<file path="config.mk">
export PLATFORM = sky130hd
export DESIGN_NAME = ear_threshold_ctrl
export DESIGN_NICKNAME = d
export VERILOG_FILES = /design/src/rtl/ear_threshold_ctrl.sv
export SDC_FILE = /design/constraint.sdc
export NUM_CORES = 1
export LEC_CHECK = 0
export ABC_CLOCK_PERIOD_IN_PS = 11850
export BUFFER_PORTS_ARGS = -buffer_cell sky130_fd_sc_hd__buf_2
export CAP_MARGIN = 10
export CORE_AREA = 2 2 103 105
export DETAILED_ROUTE_END_ITERATION = 7
export DIE_AREA = 0 0 105 107
export PLACE_DENSITY = 0.66
export SYNTH_ARGS = -nofsm -noshare
export SYNTH_HDL_FRONTEND = slang
export SYNTH_SLANG_ARGS = --single-unit
</file>
<file path="constraint.sdc">
create_clock -name clk -period 11.85 [get_ports clk]
set_input_delay 1.185 -clock clk [delete_from_list [all_inputs] [get_ports clk]]
set_output_delay 1.185 -clock clk [all_outputs]
set_load 0.02 [all_outputs]
</file>
<file path="src/rtl/ear_threshold_ctrl.sv">
// Adaptive threshold controller for the EAR Schmitt comparator.
// Tracks windowed peak magnitude and derives a smoothed, clamped threshold plus a signal-present flag.
module ear_threshold_ctrl #(
   parameter int unsigned         AUDIO_DW       = 16,
   parameter int unsigned         WINDOW_LOG2    = 12,
   parameter int unsigned         THRESH_SHIFT   = 2,
   parameter logic [AUDIO_DW-1:0] THRESH_MIN     = 16'h00FF,
   parameter logic [AUDIO_DW-1:0] THRESH_MAX     = 16'h1000,
   parameter logic [AUDIO_DW-1:0] SILENCE_LEVEL  = 16'h0400,
   parameter int unsigned         SILENT_WINDOWS = 2
) (
   input  logic                clk,
   input  logic                reset,
   input  logic                enable,
   input  logic [AUDIO_DW-1:0] din,
   input  logic                din_valid,
   output logic [AUDIO_DW-1:0] threshold,
   output logic                threshold_valid,
   output logic                signal_present
);

   localparam int unsigned SIL_W = (SILENT_WINDOWS < 2) ? 1 : $clog2(SILENT_WINDOWS + 1);
   localparam logic [SIL_W-1:0] SIL_LIMIT = SIL_W'(SILENT_WINDOWS);

   typedef enum logic [1:0] {
      IDLE    = 2'd0,
      ACQUIRE = 2'd1,
      TRACK   = 2'd2
   } state_t;

   state_t                 state_q, state_d;
   logic [AUDIO_DW-1:0]    peak_q, peak_d;
   logic [WINDOW_LOG2-1:0] count_q, count_d;
   logic [SIL_W-1:0]       sil_q, sil_d, sil_inc;
   logic [AUDIO_DW-1:0]    thr_d;
   logic                   tv_d, sp_d;

   logic [AUDIO_DW-1:0]    mag, wpeak, shifted, cand, avg;
   logic [AUDIO_DW:0]      sum;
   logic                   accept, win_close;

   // Datapath: ones'-complement magnitude, window peak, clamped candidate and running average
   always_comb begin
      mag       = din[AUDIO_DW-1] ? ~din : din;
      wpeak     = (mag > peak_q) ? mag : peak_q;
      accept    = din_valid & enable;
      win_close = accept && (count_q == '1);
      shifted   = wpeak >> THRESH_SHIFT;
      if (shifted < THRESH_MIN)
         cand = THRESH_MIN;
      else if (shifted > THRESH_MAX)
         cand = THRESH_MAX;
      else
         cand = shifted;
      sum     = {1'b0, threshold} + {1'b0, cand};
      avg     = sum[AUDIO_DW:1];
      sil_inc = (sil_q == SIL_LIMIT) ? sil_q : sil_q + SIL_W'(1);
   end

   // Next-state and next-output logic
   always_comb begin
      state_d = state_q;
      peak_d  = peak_q;
      count_d = count_q;
      sil_d   = sil_q;
      thr_d   = threshold;
      tv_d    = 1'b0;
      sp_d    = signal_present;

      if (!enable) begin
         // Dropping enable discards any partial window
         state_d = IDLE;
         peak_d  = '0;
         count_d = '0;
      end else begin
         if (state_q == IDLE)
            state_d = ACQUIRE;
         if (accept) begin
            peak_d  = wpeak;
            count_d = count_q + WINDOW_LOG2'(1);
            if (win_close) begin
               peak_d  = '0;
               tv_d    = 1'b1;
               thr_d   = (state_q == TRACK) ? avg : cand;
               state_d = TRACK;
               if (wpeak > SILENCE_LEVEL) begin
                  sp_d  = 1'b1;
                  sil_d = '0;
               end else begin
                  sil_d = sil_inc;
                  if (sil_inc >= SIL_LIMIT)
                     sp_d = 1'b0;
               end
            end
         end
      end
   end

   // State and output registers
   always_ff @(posedge clk or posedge reset) begin
      if (reset) begin
         state_q         <= IDLE;
         peak_q          <= '0;
         count_q         <= '0;
         sil_q           <= '0;
         threshold       <= THRESH_MIN;
         threshold_valid <= 1'b0;
         signal_present  <= 1'b0;
      end else begin
         state_q         <= state_d;
         peak_q          <= peak_d;
         count_q         <= count_d;
         sil_q           <= sil_d;
         threshold       <= thr_d;
         threshold_valid <= tv_d;
         signal_present  <= sp_d;
      end
   end

endmodule
</file>
## After elaboration in Yosys (flattened, before gate mapping)

Cells that the tools add are included.

| storage, ports and cells | value |
|---|---|
| output and inout bits | 18 |
| input bits | 20 |
| register bits | 50 |

| operators by class | value |
|---|---|
| add/subtract/negate cells | 3 |
| bitwise operators | 2 |
| muxes and demuxes | 21 |
| reduce and logical (&&, ||, !) cells | 5 |
| $lt $le $gt $ge | 5 |
| equality and inequality tests | 4 |

Operators with widths:

| kind | number |
|---|---|
| two-way mux 16 bit | 7 |
| two-way mux 12 bit | 2 |
| adder 16 x 16 -> 17 bit | 1 |
| > comparator 16 x 11 -> 1 bit, second input constant | 1 |
| > comparator 16 bit | 1 |
| NOT 16 bit | 1 |
| > comparator 14 x 13 -> 1 bit, second input constant | 1 |
| less-than comparator 14 x 8 -> 1 bit, second input constant | 1 |
| two-way mux 14 bit | 1 |
| adder 12 x 1 -> 12 bit, second input constant | 1 |
| equality test 12 bit, second input constant | 1 |
| two-way mux 2 bit | 6 |
| two-way mux 1 bit | 5 |
| equality test 2 bit, second input constant | 2 |
| AND reduction 4 bit | 1 |
| AND reduction 3 bit | 1 |
| adder 2 x 1 -> 2 bit, second input constant | 1 |
| >= comparator 2 bit, second input constant | 1 |
| zero test 2 bit | 1 |
| inequality test 2 x 1 -> 1 bit, second input constant | 1 |
| nonzero test 2 bit | 1 |
| bitwise AND 1 bit | 1 |
| logical AND 1 bit | 1 |

## Longest topological paths before layout

Gate-level depths: netlist of run 1.

| logic depth | value |
|---|---|
| word-level depth | 9 |
| gate-level depth with buffers | 25 |

## Least setup slack after synthesis of run 1

OpenSTA, ideal clock, no wires.

| path | value |
|---|---|
| kind | in2reg |
| start | input din[15] |
| end | register threshold[13] |
| library setup time | 0.095 ns |
| path buffers | 4 |
| arrival | 6.316 ns |
| setup slack | 5.438 ns |
| cell stages on the path | 22 |
| data required time | 11.755 ns |
| cells stage by stage | buf_2 buf_1 xor2_1 ha_1 nand4_1 a2111o_1 and3_1 nor2_1 buf_2 buf_2 a21oi_1 o21ai_0 ha_1 a21o_1 a21o_1 a2111oi_1 o31ai_1 a21o_1 a2111oi_0 nor3_1 xnor2_1 o31ai_1 |

| on the way | value |
|---|---|
| word-level cells in the longest chain between the ends | 9 |
| elaborated cells on any way between the ends | 10 |
| classes of those cells | add/sub: 1; order compare: 3; mux: 5; bitwise: 1 |

Ends and longest elaborated chain:

| element | line | RTL |
|---|---|---|
| from (decl) | 15 | `input logic [AUDIO_DW-1:0] din,` |
| NOT 16 bit | 44 | `mag = din[AUDIO_DW-1] ? ~din : din;` |
| two-way mux 16 bit * | 44 |  |
| > comparator 16 bit | 45 | `wpeak = (mag > peak_q) ? mag : peak_q;` |
| two-way mux 16 bit * | 45 |  |
| > comparator 14 x 13 -> 1 bit | 51 | `else if (shifted > THRESH_MAX)` |
| two-way mux 14 bit | 51 |  |
| two-way mux 16 bit * | 49 | `if (shifted < THRESH_MIN)` |
| adder 16 x 16 -> 17 bit | 55 | `sum = {1'b0, threshold} + {1'b0, cand};` |
| two-way mux 16 bit * | 84 | `thr_d = (state_q == TRACK) ? avg : cand;` |
| to (signal assigned) | 114 | `threshold <= thr_d;` |
| to (decl) | 17 | `output logic [AUDIO_DW-1:0] threshold,` |

Every way passes the cells marked *; elsewhere a longest branch is shown, timed or not.
A chain may end at the register's enable or synchronous reset.

## Worst setup path in the final report of run 1

Same ends and word-level chain as after synthesis.

==> results.yml, run 1 <==
detailed_routing:
  routedWlPerCell_um: 16.20
  drtIter0Drc: 186
  vias: 3507
  drtPass1Iterations: 4
  antenna_left: 0
  vias_per_cell: 5.647
  wl_um: 10060
  drc: 0
critical_path:
  arrival_ps: 6950
  worst-r2r-setup-slack_ps: 6210
  cp.required_ps: 12070
  critPathKind: "input port to flop"
  rr_startpoint: "peak_q[7]"
  crit_path_end_kind: "flop"
  crit_path_start: "din[15]"
  reg2reg_to: "threshold[13]"
  critPathMaxFanout: 22
  reg2reg_depth: 19
  critPathLaunchType: "input port"
synth:
  async_flop_share: 1.000
  synth_seq_cells: 50
  synth_area_per_cell_um2: 8.630
  ys_warn_count: 0
  yosysUniqueCellTypes: 65
  syn_inst: 458
  ys.flop_type: "dfrtp_1"
  synth_edf_count: 0
  synth_nets: 509
  syn-cell-area_um2: 3953
  ys_seq_area_frac: 0.3191
min_path:
  min_path_type: "flop to flop"
  worstHoldStart: "threshold[4]"
  hold_end: "threshold[4]"
  whs_path_depth: 2
floorplanning:
  dieArea_um2: 11240
  num_rows: 37
  core-area_um2: 10090
  io_pins: 38
  die_w_um: 105
  die_h_um: 107
  initial_utilization: 0.3916
clock_network:
  hold_buffers: 0
  clk_pin_slew_ps: 100
  cts_root_buf: "clkbuf_8"
  clk_latency_ps: 310
  htree_levels: 2
  post_cts_buffers: 0
  clock_sinks: 50
  cts_resized: 0
  cts_made_buffers: 5
  clock_path_buffers: 2
  cts_tree: "yes"
power:
  peakVddDrop_mv: 0.07442
  p_clk_frac: 0.292
  pwr_density_cell_nw_per_um2: 117.1
  internal_power_w: 0.0003266
  p_sw_frac: 0.3627
  power_frac_seq: 0.359
  share_comb_of_total_power: 0.349
  leakage_nw: 2.042
  p_switching_w: 0.0001859
global_route:
  grt.total_usage: 0.1846
  gr-max-usage-layer: "met2"
  overflow: 0
  use_met2: 0.3321
  grt_pass1_vias: 3468
  antenna_found_initial: 0
  grtUsageMet1: 0.2245
  grt_max_degree: 51
  grt_pass1_wl_um: 16680
  grt_use_met3: 0.02371
layout:
  nets: 535
  antenna_cells: 0
  fin_cells: 621
  areaGrowthSynthToFinish_pct: 10.73
  drive_above_1_share: 0.1443
timing:
  fin_crit_ps: 6733
  min_period_over_period: 0.5682
  worst_clock_skew_ps: 5.639
  rsz0062_at_grt: "false"
  setup_viol: 0
  relSlewSlack: 0.2769
  hold_viol_final: 0
  slew_violations: 0
  tightest_slew_ps: 1082
  timing.fmax_ghz: 0.1485
  tns_ps: 0
place:
  port_buffers: 37
  gp_congestion: 0.8774
  dpl.hpwl_um: 7321
  placed_cells_incl_taps: 613
job:
  max-cap-violations: 0
status:
  status: "finished, final reports clean"
## cell usage after synthesis, types with 2 or more instances
cell type	count	area share
dfstp_2	8	0.053
a31oi_1	6	0.0095
inv_1	23	0.022
nor4_1	3	0.0047
a21oi_1	44	0.056
mux2i_1	2	0.0051
buf_2	7	0.0089
o21ai_1	2	0.0025
o22ai_1	4	0.0063
nand3_1	19	0.024
a22o_1	12	0.027
or4_4	2	0.0057
nor4b_1	2	0.0044
nand2_1	35	0.033
a2111oi_0	2	0.0044
nor3b_1	2	0.0038
nand2b_1	2	0.0032
a22oi_1	3	0.0057
nor2b_1	8	0.013
ha_1	30	0.095
o211ai_1	5	0.0095
and2_1	13	0.021
a21o_1	17	0.032
o31ai_1	5	0.0095
o21a_1	3	0.0057
nor3_1	8	0.010
or4_1	3	0.0057
xnor2_1	13	0.029
and3_1	6	0.0095
o21ai_0	18	0.023
clkbuf_1	12	0.011
xor2_1	23	0.051
dfrtp_1	42	0.27
nor2_1	30	0.028
nand4_1	14	0.022
## area by class of cell
class | count | area [um2]
Fill cell | 1059 | 5715
Multi-Input combinational cell | 364 | 2517
Sequential cell | 50 | 1261
Timing Repair Buffer | 39 | 200.2
Tap cell | 136 | 170.2
Inverter | 24 | 90.09
Clock buffer | 5 | 68.82
Clock inverter | 3 | 68.82
## logic make-up after synthesis
kind of cell,share of synthesized area
AO/OA/AOI/OAI,0.2400
XOR/XNOR,0.07977
adder cells (fa/ha/maj),0.1000
buffers and inverters,0.04400
flip-flops,0.3191
multiplexers,0.01361
other,0.0009488
AND/OR/NAND/NOR,0.2026
## placed cells by master, fill, tap and decap left out, types with 8 or more instances in the layout
cell type and n:
a21oi_1 44, dfrtp_1 42, buf_2 37, nand2_1 35
nor2_1 30, ha_1 30, xor2_1 23, inv_1 22
nand3_1 19, o21ai_0 18, a21o_1 17, nand4_1 14
xnor2_1 13, and2_1 13, a22o_1 12, nor2b_1 8
nor3_1 8, dfstp_2 8
## worst max-delay path: stages
cell and delay (ps):
buf_2 420, xnor2_1 250, inv_1 120, ha_1 320, nand4b_2 160, a2111o_1 380
and3_1 250, nor2_1 610, o21ai_0 230, nand2_1 260, a21oi_1 120, fa_1 450
a21o_1 170, a21o_1 210, a2111oi_1 500, o31ai_1 200, a21o_1 220, a2111oi_0 410
nor3_1 150, xnor2_1 150, o31ai_1 190
## flip-flops by register name, summed over array words and instances, names as in the netlist
name / cells
peak_q: 16
threshold: 16
count_q: 12
threshold_valid: 1
signal_present: 1
sil_q: 2
state_q: 2
## how the worst max path moves through the flow
stage               endpoint  depth (start not counted)
4_1_cts        threshold[13]                         21
6_report       threshold[13]                         21
3_3_place_gp   threshold[13]                         19
3_5_place_dp   threshold[13]                         21
5_1_grt        threshold[13]                         21
2_1_floorplan  threshold[13]                         22
## power groups by stage
stage,Combinational [W],Clock [W],Sequential (W)
CTS,0.000177,0.000156,0.000184
finish,0.000179,0.000150,0.000184
global route,0.000199,0.000158,0.000185
floorplan,0.000134,0,0.000185
global placement,0.000173,0,0.000187
detailed placement,0.000175,0,0.000187
## layer usage
metal	part of all wire	vias to the layer above
li1	-	1730
met1	0.44	1687
met2	0.50	71
met3	0.027	19
met4	0.026	0
met5	0	-
## metrics by stage
| stage | area, um2 | setup slack (ps) | utilization | hold slack, ps | power, W |
|---|---|---|---|---|---|
| 2_1_floorplan | 3953 | 5438 | - | 479.1 | 0.0003195 |
| 3_3_place_gp | 4239 | 5019 | 0.4200 | 474.0 | 0.0003594 |
| 3_5_place_dp | 4239 | 4854 | 0.4200 | 485.3 | 0.0003622 |
| 4_1_cts | 4377 | 5156 | 0.4337 | 500.7 | 0.0005162 |
| 5_1_grt | 4377 | 4604 | 0.4337 | 522.4 | 0.0005425 |
| 6_report | 4377 | 5117 | 0.4337 | 497.3 | 0.0005124 |
(Power assumes the default switching activity.)
==> inputs of run 2 (changes only) <==
ABC_CLOCK_PERIOD_IN_PS = 6520   (was 11850)
clock period = 6.52 ns   (was 11.85 ns; I/O delays follow)
==> results.yml, run 2 (synthesis results as in run 1) <==
critical_path:
  critPathLaunchType: "input port"
  cp.required_ps: 6740
  critPathMaxFanout: 22
  arrival_ps: 6130
  critPathKind: "input port to flop"
  crit_path_end_kind: "flop"
  worst-r2r-setup-slack_ps: 1240
  reg2reg_depth: 20
floorplanning:
  die_h_um: 107
  initial_utilization: 0.3916
  dieArea_um2: 11240
  io_pins: 38
  core-area_um2: 10090
  die_w_um: 105
  num_rows: 37
place:
  port_buffers: 37
  gp_congestion: 0.9317
  dpl.hpwl_um: 7401
global_route:
  grt.total_usage: 0.1826
  grt_pass1_vias: 3411
  overflow: 0
  grt_pass1_wl_um: 16570
  grt_max_degree: 51
  antenna_found_initial: 0
clock_network:
  cts_resized: 0
  cts_tree: "yes"
  htree_levels: 2
  cts_made_buffers: 5
  post_cts_buffers: 0
  clk_pin_slew_ps: 110
  clock_path_buffers: 2
  clock_sinks: 50
  hold_buffers: 0
  cts_root_buf: "clkbuf_8"
  clk_latency_ps: 310
layout:
  layout_commonest_cell: "a21oi_1"
  final_cell_mix: "a21oi_1 (44), dfrtp_1 (42), buf_2 (37), nand2_1 (35)"
  reg.largest.list: "peak_q x16, threshold x16, count_q x12"
  nets: 538
  drive_above_1_share: 0.1496
  antenna_cells: 0
  areaGrowthSynthToFinish_pct: 10.54
detailed_routing:
  drtPass1Iterations: 4
  vias: 3494
  vias_per_cell: 5.599
  drtIter0Drc: 172
  routedWlPerCell_um: 16.06
  wl_um: 10020
  drc: 0
  antenna_left: 0
timing:
  setup_viol: 0
  fin_crit_ps: 5914
  slew_violations: 0
  hold_viol_final: 0
  tightest_slew_ps: 1102
  timing.fmax_ghz: 0.1691
  rsz0062_at_grt: "false"
  hold_ws_ps: 257.2
  min_period_over_period: 0.9071
  tns_ps: 0
  relSlewSlack: 0.2638
  worst_clock_skew_ps: 10.12
power:
  peakVddDrop_mv: 0.1131
  pwr_density_cell_nw_per_um2: 199.2
  leakage_nw: 2.042
min_path:
  min_path_type: "input port to async pin"
status:
  status: "finished, final reports clean"
job:
  max-cap-violations: 0
-- run 2: metal layers --
metal | share of wire | vias up | wire length, um | GRT usage
li1 | - | 1737 | - | -
met5 | 0 | - | 0 | 0
met1 | 0.45 | 1674 | 4539 | 0.2192
met4 | 0.026 | 0 | 261 | 0.08000
met2 | 0.49 | 64 | 4949 | 0.3251
met3 | 0.027 | 19 | 268 | 0.02614
-- run 2: cell type report --
class	instances	area, um2
inverters	24	90.09
clock buffers	5	68.82
multi-input cells	364	2517
clock inverters	3	26.28
repair buffers	42	235.2
fillers	1047	5723
flip-flops and latches	50	1261
well taps	136	170.2
-- run 2: path summary, 6_finish.rpt --
path	start	endpoint
max	din[15]	threshold[13]
min	reset	count_q[8]
max reg2reg	peak_q[11]	threshold[13]
min reg2reg	threshold[4]	threshold[4]
max in group asynchronous	reset	threshold[1]
min in group clk	threshold[4]	threshold[4]
-- run 2: through the flow --
stage	cell area, um2	setup WS, ps	cells	utilization	power [W]
6_report	4369	605.9	624	0.4329	0.0008703
5_1_grt	4369	34.90	624	0.4329	0.0009274
4_1_cts	4349	662.4	623	0.4309	0.0008739
3_5_place_dp	4254	355.1	615	0.4215	0.0006657
3_3_place_gp	4254	519.2	615	0.4215	0.0006588
2_1_floorplan	3953	641.2	458	-	0.0005807
-- run 2: critical path: stages --
cell and delay (ps):
buf_2 430, xor2_1 350, ha_1 320, a21oi_1 160
o21a_1 140, a2bb2oi_1 290, and3_1 300, nor2_1 90
buf_4 200, a31oi_1 320, a21oi_1 190, fa_1 460
a21o_1 170, a21o_1 210, a2111oi_1 510, o31ai_1 200
a21o_1 220, a2111oi_0 420, nor3_1 150, xnor2_1 150
o31ai_1 210
-- run 2: report_power, final --
part	internal (W)	switching, W	total (W)
Clock	0.0000802	0.000124	0.000204
Sequential	0.000322	0.0000127	0.000334
Combinational	0.000125	0.000207	0.000332
Total	0.000527	0.000344	0.000870
